**src/rtl/ser_pkg.sv**
```systemverilog
// Shared types and helpers for the frame serializer.
package ser_pkg;

    // Frame phases. The state names the kind of bit currently on serial_out.
    typedef enum logic [1:0] {
        S_IDLE,
        S_SYNC,
        S_DATA,
        S_PARITY
    } ser_state_t;

    // Widest data word the parity helper can accept.
    localparam int unsigned PARITY_MAX_W = 64;

    // Even parity is the XOR of the data bits. Odd parity inverts it.
    function automatic logic parity_f(input logic [PARITY_MAX_W-1:0] data, input logic odd);
        return (^data) ^ odd;
    endfunction

endpackage

```
**src/rtl/ser_hold_reg.sv**
```systemverilog
// One-entry valid/ready holding register that sits between the sample input and the framer.
module ser_hold_reg #(
    parameter int unsigned WIDTH = 8
) (
    input  logic             clk,
    input  logic             reset,
    input  logic             flush,
    input  logic             in_valid,
    output logic             in_ready,
    input  logic [WIDTH-1:0] in_data,
    output logic             out_valid,
    input  logic             out_ready,
    output logic [WIDTH-1:0] out_data
);

    logic             full_q;
    logic [WIDTH-1:0] data_q;

    assign in_ready  = !full_q;
    assign out_valid = full_q;
    assign out_data  = data_q;

    // Push wins over pop, so a word taken on the edge the old one leaves stays held.
    always_ff @(posedge clk or posedge reset) begin
        if (reset) begin
            full_q <= 1'b0;
            data_q <= '0;
        end else if (flush) begin
            full_q <= 1'b0;
        end else if (in_valid && in_ready) begin
            full_q <= 1'b1;
            data_q <= in_data;
        end else if (out_valid && out_ready) begin
            full_q <= 1'b0;
        end
    end

endmodule

```
**src/rtl/frame_serializer.sv**
```systemverilog
// Parallel-to-serial framer: optional sync preamble, data bits, optional parity bit.
// One frame bit is emitted per bit_en strobe, and frames run back to back when a word is waiting.
module frame_serializer
    import ser_pkg::*;
#(
    parameter int unsigned WIDTH      = 8,
    parameter bit          MSB_FIRST  = 1'b1,
    parameter int unsigned SYNC_LEN   = 4,
    parameter logic [31:0] SYNC_WORD  = 32'hA,
    parameter bit          PARITY_EN  = 1'b1,
    parameter bit          PARITY_ODD = 1'b0,
    parameter logic        IDLE_LEVEL = 1'b0
) (
    input  logic             clk,
    input  logic             reset,
    input  logic             enable,
    input  logic             bit_en,
    input  logic [WIDTH-1:0] in_data,
    input  logic             in_valid,
    output logic             in_ready,
    output logic             serial_out,
    output logic             bit_valid,
    output logic             frame_start,
    output logic             busy
);

    localparam int unsigned CNT_MAX  = (WIDTH > SYNC_LEN) ? WIDTH : SYNC_LEN;
    localparam int unsigned CW       = $clog2(CNT_MAX + 1);
    // Clamped so the SYNC_LEN == 0 build never forms a negative index.
    localparam int unsigned SYNC_TOP = (SYNC_LEN > 0) ? SYNC_LEN - 1 : 0;

    ser_state_t       state_q, state_d;
    logic [CW-1:0]    cnt_q, cnt_d;
    logic [WIDTH-1:0] shift_q, shift_d;
    logic             par_q, par_d;
    logic             serial_q, serial_d;
    logic             bit_valid_q, bit_valid_d;
    logic             frame_start_q, frame_start_d;

    logic             hold_valid;
    logic [WIDTH-1:0] hold_data;
    logic             load;
    logic             frame_end;
    logic [CW-1:0]    sync_idx;

    logic             shift_first, hold_first;
    logic [WIDTH-1:0] shift_next, hold_next;

    ser_hold_reg #(
        .WIDTH(WIDTH)
    ) u_hold (
        .clk      (clk),
        .reset    (reset),
        .flush    (!enable),
        .in_valid (in_valid && enable),
        .in_ready (in_ready),
        .in_data  (in_data),
        .out_valid(hold_valid),
        .out_ready(load),
        .out_data (hold_data)
    );

    // Bit to send next and the word left after sending it, for both the shifter and the hold.
    always_comb begin
        shift_first = MSB_FIRST ? shift_q[WIDTH-1] : shift_q[0];
        hold_first  = MSB_FIRST ? hold_data[WIDTH-1] : hold_data[0];
        shift_next  = MSB_FIRST ? {shift_q[WIDTH-2:0], 1'b0} : {1'b0, shift_q[WIDTH-1:1]};
        hold_next   = MSB_FIRST ? {hold_data[WIDTH-2:0], 1'b0} : {1'b0, hold_data[WIDTH-1:1]};
        sync_idx    = cnt_q - CW'(1);
    end

    // Next-state and next-output logic. Everything advances only on bit_en, except frame_start.
    always_comb begin
        state_d       = state_q;
        cnt_d         = cnt_q;
        shift_d       = shift_q;
        par_d         = par_q;
        serial_d      = serial_q;
        bit_valid_d   = bit_valid_q;
        frame_start_d = 1'b0;
        load          = 1'b0;
        frame_end     = 1'b0;

        if (!enable) begin
            state_d     = S_IDLE;
            serial_d    = IDLE_LEVEL;
            bit_valid_d = 1'b0;
        end else if (bit_en) begin
            case (state_q)
                S_IDLE: frame_end = 1'b1;
                S_SYNC: begin
                    if (cnt_q != '0) begin
                        cnt_d    = sync_idx;
                        serial_d = SYNC_WORD[sync_idx];
                    end else begin
                        state_d  = S_DATA;
                        cnt_d    = CW'(WIDTH - 1);
                        serial_d = shift_first;
                        shift_d  = shift_next;
                    end
                end
                S_DATA: begin
                    if (cnt_q != '0) begin
                        cnt_d    = cnt_q - CW'(1);
                        serial_d = shift_first;
                        shift_d  = shift_next;
                    end else if (PARITY_EN) begin
                        state_d  = S_PARITY;
                        serial_d = par_q;
                    end else begin
                        frame_end = 1'b1;
                    end
                end
                S_PARITY: frame_end = 1'b1;
                default:  frame_end = 1'b1;
            endcase

            // Leaving the last bit (or idling): start the next frame at once if a word waits.
            if (frame_end) begin
                if (hold_valid) begin
                    load          = 1'b1;
                    frame_start_d = 1'b1;
                    bit_valid_d   = 1'b1;
                    // Parity from the intact word, before any shifting.
                    par_d         = parity_f(PARITY_MAX_W'(hold_data), PARITY_ODD);
                    if (SYNC_LEN > 0) begin
                        state_d  = S_SYNC;
                        cnt_d    = CW'(SYNC_TOP);
                        serial_d = SYNC_WORD[SYNC_TOP];
                        shift_d  = hold_data;
                    end else begin
                        state_d  = S_DATA;
                        cnt_d    = CW'(WIDTH - 1);
                        serial_d = hold_first;
                        shift_d  = hold_next;
                    end
                end else begin
                    state_d     = S_IDLE;
                    cnt_d       = '0;
                    serial_d    = IDLE_LEVEL;
                    bit_valid_d = 1'b0;
                end
            end
        end
    end

    // State, shifter and registered outputs.
    always_ff @(posedge clk or posedge reset) begin
        if (reset) begin
            state_q       <= S_IDLE;
            cnt_q         <= '0;
            shift_q       <= '0;
            par_q         <= 1'b0;
            serial_q      <= IDLE_LEVEL;
            bit_valid_q   <= 1'b0;
            frame_start_q <= 1'b0;
        end else begin
            state_q       <= state_d;
            cnt_q         <= cnt_d;
            shift_q       <= shift_d;
            par_q         <= par_d;
            serial_q      <= serial_d;
            bit_valid_q   <= bit_valid_d;
            frame_start_q <= frame_start_d;
        end
    end

    assign serial_out  = serial_q;
    assign bit_valid   = bit_valid_q;
    assign frame_start = frame_start_q;
    assign busy        = (state_q != S_IDLE) || hold_valid;

endmodule

```
**config.mk**
```make
export PLATFORM = sky130hd
export DESIGN_NAME = frame_serializer
export DESIGN_NICKNAME = d
export VERILOG_FILES = /design/src/rtl/ser_pkg.sv /design/src/rtl/ser_hold_reg.sv /design/src/rtl/frame_serializer.sv
export SDC_FILE = /design/constraint.sdc
export NUM_CORES = 1
export LEC_CHECK = 0
export ABC_AREA = 1
export BUFFER_PORTS_ARGS = -buffer_cell sky130_fd_sc_hd__buf_2
export CAP_MARGIN = 10
export CELL_PAD_IN_SITES_DETAIL_PLACEMENT = 1
export CELL_PAD_IN_SITES_GLOBAL_PLACEMENT = 2
export CORE_AREA = 8 8 99 65
export CTS_CLUSTER_DIAMETER = 120
export DETAILED_ROUTE_END_ITERATION = 12
export DIE_AREA = 0 0 107 73
export PLACE_DENSITY = 0.93
export SETUP_SLACK_MARGIN = 0.3
export SLEW_MARGIN = 20
export SYNTH_ARGS = -nofsm -noshare
export SYNTH_HDL_FRONTEND = slang
export SYNTH_SLANG_ARGS = --single-unit
```
**constraint.sdc**
```tcl
create_clock -name clk -period 3.5 [get_ports clk]
set_input_delay 0.7 -clock clk [delete_from_list [all_inputs] [get_ports clk]]
set_output_delay 0.7 -clock clk [all_outputs]
set_load 0.05 [all_outputs]
```
# [Word-level counts from Yosys, hierarchy flattened]
# Memory sizes are Yosys's and may differ from the RTL's.
# Cells that the tools add are included.
[word_totals] register_bits=27 rom_bits=16 in_bits=13 out_inout_bits=5 word_cells=77 n_memories=1
[memory_table] name="(no name shown)" words=16 width=1 rd=1 rd_clocked_by_memory_dff=0 write_ports=0 line="frame_serializer.sv:94" text="serial_d = SYNC_WORD[sync_idx];"
[op_classes] addsub=1 magnitude_cmp=1 eq_ne=10 n_mux=37 reduce_logical=18
[ops] op="parity 64 bit" n=1
[ops] op="2-to-1 mux 8 bit" n=4
[ops] op="2-to-1 mux 1 bit" n=20
[ops] op="one-hot mux 8 bit (2 select lines)" n=1
[ops] op="2-to-1 mux 2 bit" n=6
[ops] op="2-to-1 mux 4 bit" n=3
[ops] op="AND reduction 4 bit" n=3
[ops] op="inequality test 4 bit, second input constant" n=2
[ops] op="one-hot mux 4 bit (2 select lines)" n=1
[ops] op="AND reduction 2 bit" n=4
[ops] op="< comparator 4 x 6 -> 1 bit, second input constant" n=1
[ops] op="== test 2 bit, second input constant" n=2
[ops] op="inequality test 2 x 1 -> 1 bit, second input constant" n=2
[ops] op="inequality test 4 x 1 -> 1 bit, second input constant" n=1
[ops] op="one-hot mux 2 bit (2 select lines)" n=1
[ops] op="nonzero test 4 bit" n=1
[ops] op="subtractor 4 x 1 -> 4 bit, second input constant" n=1
[ops] op="logical AND 1 bit" n=3
[ops] op="inequality test 3 x 1 -> 1 bit, second input constant" n=1
[ops] op="inequality test 3 bit, second input constant" n=1
[ops] op="nonzero test 3 bit" n=1
[ops] op="== test 2 x 1 -> 1 bit, second input constant" n=1
[ops] op="logical NOT 2 bit" n=1
[ops] op="one-hot mux 1 bit (2 select lines)" n=1
[ops] op="4 further kinds" n=4

# [Longest topological paths before layout]
# Gate-level depths: netlist of the first run.
[depth] word_depth=12 ltp_mapped=12 ltp_nobuf=12

# [Modules after synthesis]
# A second synthesis of the first run with hierarchy kept.
[hier_totals] hier_cells=252 hier_area_um2=1818.0
[by_module_without_submodules] module="frame_serializer" instances=1 cells_per_inst=210 area_each_um2=1415.1 seq_area_each_um2=450.4
[by_module_without_submodules] module="ser_hold_reg" instances=1 cells_per_inst=42 area_each_um2=402.9 seq_area_each_um2=225.2

# [Worst setup path before layout of the first run]
# No wires, ideal clock.
[synth_path] kind="flip-flop to output port" from="reg u_hold.full_q (netlist: u_hold.out_valid)" to="out busy" t_arrival_ns=0.958 required_ns=2.800 slack_ns=1.842 path_stages_with_launch=3 n_path_buf=0 cell_sequence="dfrtp_1 > inv_2 > nand2_1"
[synth_via] elab_chain_cells=1
[synth_lines] item="start: declaration" line="ser_hold_reg.sv:16" text="logic full_q;"
[synth_lines] item="start signal: assignment" line="ser_hold_reg.sv:26" text="full_q <= 1'b0;"
[synth_lines] item="start signal: assignment" line="ser_hold_reg.sv:29" text="full_q <= 1'b0;"
[synth_lines] item="start signal: assignment" line="ser_hold_reg.sv:31" text="full_q <= 1'b1;"
[synth_lines] item="logical OR 1 bit" line="frame_serializer.sv:171" text="assign busy = (state_q != S_IDLE) || hold_valid;"
[synth_lines] item="end: declaration" line="frame_serializer.sv:24" text="output logic busy"
# No other way between the ends.

# [Worst setup path after layout of the first run]
[layout_path] from="reg state_q[0]" to="out busy"
[layout_via] elab_chain_cells=2
[layout_lines] item="start: declaration" line="frame_serializer.sv:32" text="ser_state_t state_q, state_d;"
[layout_lines] item="start signal: assignment" line="frame_serializer.sv:158" text="state_q <= state_d;"
[layout_lines] item="nonzero test 2 bit" line="frame_serializer.sv:171"
[layout_lines] item="logical OR 1 bit" line="frame_serializer.sv:171"
# No other way between the ends.

==> summary.txt, run 1 <==
Yosys
  • Asr flop ratio synth: 1.00
  • Synth Cell Area: 1710 um2
  • Cell variety after synth: 28
  • Mapped Nets: 255
  • Ys Warns: 0
  • Predominant post-synthesis flop cell: dfrtp_1
  • Post-synth EDFFs: 0
  • Gate count of the mapped netlist: 236
  • Seq/Total Area, Yosys: 0.395
  • Avg Inst Size Synth: 7.25 um2
  • #FFs+latches synth: 27

Clock network
  • Clk root buf: clkbuf_8
  • Clk slew on worst S/H paths: 0.10 ns
  • CTS tree: done
  • H-tree depth: 1
  • Total CTS buffers: 3
  • CTS Buffer Depth: 2
  • Worst-skew pair later-pin latency: 0.28 ns
  • Hold_buf cts: 0
  • Sink Count: 27
  • Number of gates resized after CTS: 0
  • Post CTS Setup Buffer Count: 0

Global route
  • Largest net degree at the start of global routing: 28
  • GR Util All Layers: 0.126
  • Number of global-route vias before repair: 1511
  • Initial antenna violation count: 0
  • Total grt overflow: 0
  • First-pass GRT wire length: 7.89 mm

Floorplanning
  • Initial core utilization: 0.347
  • Io pins: 18
  • Die Height: 73 um
  • Die ar.: 7810 um2
  • Core Rows: 20
  • Core box area: 4930 um2
  • Die Width: 107 um

Final layout
  • Area Overhead vs Synth: 10.7%
  • Number of inserted diodes: 0
  • Final net count: 272
  • FILL cells: 617
  • Util after Layout: 0.384
  • Finished Cell Area: 1890 um2
  • Layout cells sized above 1: 0.151

Placement
  • GPL Wtd Cong: 0.812
  • Placed inst area: 1850 um2
  • Dpl hpwl: 3.61 mm
  • IO Port Bufs: 17
  • Pre-CTS setup slack: 1.63 ns

Timing
  • Worst setup margin: 1.52 ns
  • Max Clk Rate: 0.506 GHz
  • Slew headroom: 0.601
  • RSZ-0062 raised after global routing: false
  • Setup TNS: 0 ns
  • Min cycle time layout: 1.98 ns
  • Hold Fails Final Rpt: 0
  • Slew Viols, Final: 0
  • Worst-Margin Slew: 0.598 ns
  • Final setup fails: 0
  • Clock Skew: 0.00212 ns
  • Tcrit/Tclk final: 0.565

Detailed routing
  • DRC Markers: 0
  • 1st-iter DRT viols: 82
  • Drt total wl: 4.52 mm
  • Detailed Routing Iterations Pass 1: 4
  • Final ANT Viol Nets: 0
  • WL per Instance: 14.2 um
  • Vias: 1524
  • Vias per cell: 4.79

Power and ir drop
  • IR drop worst, VDD: 0.000326 V
  • Power Density: 822 nW/um2
  • Leak: 1.01 nW
  • Final Power: 1.56 mW

Worst setup path
  • WP depth: 4
  • Crit path kind: flop to output port
  • Critical-path maximum fanout: 4
  • Worst path max stage delay: 0.39 ns
  • Worst Setup SP: state_q[0]
  • Crit path to: busy
  • Worst EP required: 2.80 ns
  • Reg2reg start: state_q[1]
  • Crit. End Element: output port
  • Worst EP arrival: 1.28 ns
  • Crit path max-delay family: flip-flops
  • Worst path cell trace: inv_1 -> ha_1 -> nand2_1 -> buf_2
  • CP bufs+invs: 2
  • CP max-delay cell: dfrtp_1
  • Reg2reg path depth: 6
  • Worst Setup Start Kind: flop
  • Reg2Reg Setup Slack: 1.61 ns
  • Reg-to-Reg End: shift_q[4]

Status
  • Outcome: completed

Min path
  • Hold/Removal Path Class: input pin to asynchronous set/reset pin

Job
  • Max-cap viol count: 0
## synth_stat cells, types with 2 or more instances
| library cell | number | area (um2) |
|---|---|---|
| a21oi_1 | 8 | 40.0 |
| buf_2 | 4 | 20.0 |
| dfrtp_1 | 27 | 676 |
| ha_1 | 6 | 75.1 |
| inv_1 | 35 | 131 |
| inv_2 | 3 | 11.3 |
| mux2_2 | 4 | 45.0 |
| nand2_1 | 69 | 259 |
| nand2_2 | 4 | 25.0 |
| nand3_1 | 22 | 110 |
| nor2_1 | 16 | 60.1 |
| o21ai_0 | 11 | 55.1 |
| o21bai_1 | 5 | 37.5 |
| o22ai_1 | 5 | 31.3 |
| o31ai_1 | 2 | 15.0 |
| xnor2_1 | 2 | 17.5 |
| xor2_1 | 2 | 17.5 |
## state kept, by name, indices dropped and copies added, names as in the netlist
signal	cells
shift_q	8
u_hold.out_data	8
cnt_q	4
state_q	2
bit_valid	1
frame_start	1
par_q	1
serial_out	1
u_hold.out_valid	1
## stage by stage
stage	hold slack, ns	std cells
6_report	0.477	318
3_5_place_dp	0.470	314
2_1_floorplan	0.491	236
4_1_cts	0.498	318
3_3_place_gp	0.464	314
5_1_grt	0.526	318
## per-layer routing
layer  up-vias  part of all wire  GRT usage
li1        778                 -          -
met1       717              0.57      0.194
met2        27              0.39      0.167
met3         2             0.039     0.0265
met4         0            0.0042     0.0279
met5         -                 0          0
## power breakdown
group | internal [mW] | switching [mW] | total [mW]
Combinational | 0.269 | 0.620 | 0.889
Clock | 0.0800 | 0.104 | 0.184
Sequential | 0.413 | 0.0707 | 0.484
Total | 0.762 | 0.795 | 1.56
## cell usage in the layout, fill, tap and decap left out
| cell | Yosys | layout |
|---|---|---|
| nand3b_1 | 1 | 1 |
| dfrtp_1 | 27 | 27 |
| inv_2 | 3 | 4 |
| nor3_1 | 1 | 1 |
| clkinv_2 | 0 | 1 |
| nand2_4 | 1 | 1 |
| nand2_1 | 69 | 69 |
| o31ai_1 | 2 | 2 |
| o21ai_0 | 11 | 11 |
| or2_0 | 1 | 1 |
| nand4_1 | 1 | 1 |
| inv_1 | 35 | 34 |
| a21oi_2 | 1 | 1 |
| o22ai_1 | 5 | 5 |
| ha_1 | 6 | 6 |
| o211ai_1 | 1 | 1 |
| o21bai_1 | 5 | 5 |
| mux2_2 | 4 | 4 |
| nand2_2 | 4 | 4 |
| nand3_1 | 22 | 22 |
| a21oi_1 | 8 | 8 |
| nor2_1 | 16 | 16 |
| clkbuf_8 | 0 | 3 |
| buf_2 | 4 | 17 |
| xor2_1 | 2 | 2 |
| inv_4 | 1 | 1 |
| xnor2_1 | 2 | 2 |
| o21ai_2 | 1 | 1 |
| nor2_2 | 1 | 1 |
## layout make-up
type	count	area, um2	area share
multi-input cells	165	856	0.452
flip-flops and latches	27	676	0.357
inverters	39	149	0.0786
repair buffers	17	85.1	0.0449
well taps	66	82.6	0.0436
clock buffers	3	41.3	0.0218
clock inverters	1	5.00	0.00264
## worst min path at each step
stage                          to  slack (ns)  cells after the start
2_1_floorplan          shift_q[2]        0.49                      2
3_5_place_dp           serial_out        0.47                      2
6_report               state_q[1]        0.48                      2
4_1_cts                serial_out        0.50                      2
5_1_grt        u_hold.out_data[3]        0.53                      2
3_3_place_gp           serial_out        0.46                      2
## logic make-up after synthesis
group | after synthesis | synth area share
mux | 4 | 0.0263
flops | 27 | 0.395
simple gates | 117 | 0.290
xor+xnor | 4 | 0.0205
buf+inv | 44 | 0.105
compound gates | 34 | 0.119
fa+ha+maj | 6 | 0.0439
Note: power is estimated with default switching activity, not from simulation.
==> run 2: changes to the inputs <==
--- a/config.mk
+++ b/config.mk
@@ -10,11 +10,11 @@
 export CAP_MARGIN = 10
 export CELL_PAD_IN_SITES_DETAIL_PLACEMENT = 1
 export CELL_PAD_IN_SITES_GLOBAL_PLACEMENT = 2
-export CORE_AREA = 8 8 99 65
+export CORE_AREA = 8 8 102 67
 export CTS_CLUSTER_DIAMETER = 120
 export DETAILED_ROUTE_END_ITERATION = 12
-export DIE_AREA = 0 0 107 73
-export PLACE_DENSITY = 0.93
+export DIE_AREA = 0 0 110 75
+export PLACE_DENSITY = 0.88
 export SETUP_SLACK_MARGIN = 0.3
 export SLEW_MARGIN = 20
 export SYNTH_ARGS = -nofsm -noshare
==> constraint.sdc (replaced) <==
create_clock -name clk -period 2 [get_ports clk]
set_input_delay 0.4 -clock clk [delete_from_list [all_inputs] [get_ports clk]]
set_output_delay 0.4 -clock clk [all_outputs]
set_load 0.05 [all_outputs]
==> summary.txt, run 2 (synthesis gave the netlist of run 1 again) <==
Global route
  • Initial antenna violation count: 0
  • GR Util All Layers: 0.127
  • Number of global-route vias before repair: 1622
  • First-pass GRT wire length: 8.11 mm
  • Largest net degree at the start of global routing: 28
  • Total grt overflow: 0

Worst setup path
  • Critical-path maximum fanout: 4
  • Crit path kind: flop to output port
  • Worst EP arrival: 1.19 ns
  • Worst EP required: 1.60 ns
  • Crit. End Element: output port
  • Worst Setup Start Kind: flop

Detailed routing
  • Detailed Routing Iterations Pass 1: 4
  • WL per Instance: 14.3 um
  • Vias per cell: 4.73
  • Vias: 1541
  • 1st-iter DRT viols: 57
  • Final ANT Viol Nets: 0
  • Drt total wl: 4.66 mm
  • DRC Markers: 0

Timing
  • Slew Viols, Final: 0
  • Max Clk Rate: 0.628 GHz
  • Final setup fails: 0
  • Hold Fails Final Rpt: 0
  • Tcrit/Tclk final: 0.796
  • Worst-Margin Slew: 0.553 ns
  • RSZ-0062 raised after global routing: false
  • Clock Skew: 0.0114 ns
  • Setup TNS: 0 ns
  • Min cycle time layout: 1.59 ns
  • Slew headroom: 0.630

Final layout
  • FILL cells: 680
  • Number of inserted diodes: 0
  • Final net count: 277
  • Area Overhead vs Synth: 14.8%
  • Util after Layout: 0.368
  • Layout cells sized above 1: 0.183
  • Most common cell after layout, fill and taps aside: nand2_1
  • Most frequent cells in the layout: nand2_1, inv_1, dfrtp_1

Clock network
  • Worst-skew pair later-pin latency: 0.28 ns
  • Clk root buf: clkbuf_8
  • H-tree depth: 1
  • Sink Count: 27
  • CTS Buffer Depth: 2
  • CTS tree: done
  • Post CTS Setup Buffer Count: 0
  • Total CTS buffers: 3
  • Clk slew on worst S/H paths: 0.10 ns

Floorplanning
  • Core box area: 5330 um2
  • Die ar.: 8250 um2
  • Die Height: 75 um
  • Io pins: 18
  • Die Width: 110 um
  • Initial core utilization: 0.321
  • Core Rows: 21

Placement
  • IO Port Bufs: 17
  • Dpl hpwl: 3.77 mm
  • GPL Wtd Cong: 0.766

Job
  • Max-cap viol count: 0

Status
  • Outcome: completed

Power and ir drop
  • Power Density: 1450 nW/um2
  • IR drop worst, VDD: 0.000451 V
  • Leak: 1.03 nW

Min path
  • Hold/Removal Path Class: input pin to asynchronous set/reset pin
==> run 2: cell types whose count changed in the layout (fill, tap and decap cells not counted), moves of 2 or more <==
cell / previous run / this run
buf_4: 0 / 5
ha_1: 6 / 4
nor2_1: 16 / 14
nor2_2: 1 / 3
==> run 2: per-stage QoR <==
step / std cells / setup slack [ns] / hold WS, ns / area, um2 / power [mW]
after CTS: 326 / 0.303 / 0.179 / 1940 / 2.80
final: 326 / 0.409 / 0.169 / 1960 / 2.84
after floorplan: 236 / 0.514 / 0.453 / 1710 / 2.04
after detailed placement: 322 / 0.178 / 0.466 / 1890 / 2.46
after global routing: 326 / 0.262 / 0.215 / 1960 / 3.15
after global placement: 322 / 0.241 / 0.463 / 1890 / 2.43
==> run 2: critical path: stages, from the launching register on <==
cell and delay [ns]:
dfrtp_1 0.41, inv_2 0.11, ha_4 0.14, nand2_1 0.04, clkbuf_4 0.21
==> run 2: timing repair <==
action / CTS / global route
endpoints found under the setup margin: 10 / 14
resized for setup: 3 / 7
cloned: 0 / 0
pin swaps: 0 / 0
hold buffers: 0 / 0
==> run 2: power by group <==
| group | switching (mW) | internal, mW | total [mW] |
|---|---|---|---|
| Sequential | 0.121 | 0.723 | 0.844 |
| Combinational | 1.12 | 0.562 | 1.68 |
| Clock | 0.174 | 0.143 | 0.317 |
| Total | 1.42 | 1.43 | 2.84 |
==> run 2: final timing paths <==
path | endpoint | cells past startpoint | startpoint | slack [ns]
min in group clk | u_hold.out_data[2] | 2 | in_data[2] | 0.35
worst max-delay path | busy | 4 | state_q[0] | 0.41
worst max register to register | cnt_q[0] | 7 | state_q[1] | 0.43
max in group asynchronous | u_hold.out_data[4] | 3 | reset | 1.56
worst min register to register | bit_valid | 2 | bit_valid | 0.48
worst min-delay path | shift_q[3] | 3 | reset | 0.17
==> run 2: routing by layer <==
metal  part of all wire  track usage
met5                  0            0
met4             0.0069       0.0223
met3              0.036       0.0274
met2               0.39        0.179
met1               0.56        0.191
==> run 2: cell type report <==
class	count	area (um2)	area share
clock buffers	4	45.0	0.0229
inverters	39	151	0.0771
well taps	69	86.3	0.0439
flip-flops and latches	27	676	0.344
multi-input cells	165	881	0.448
repair buffers	22	125	0.0637
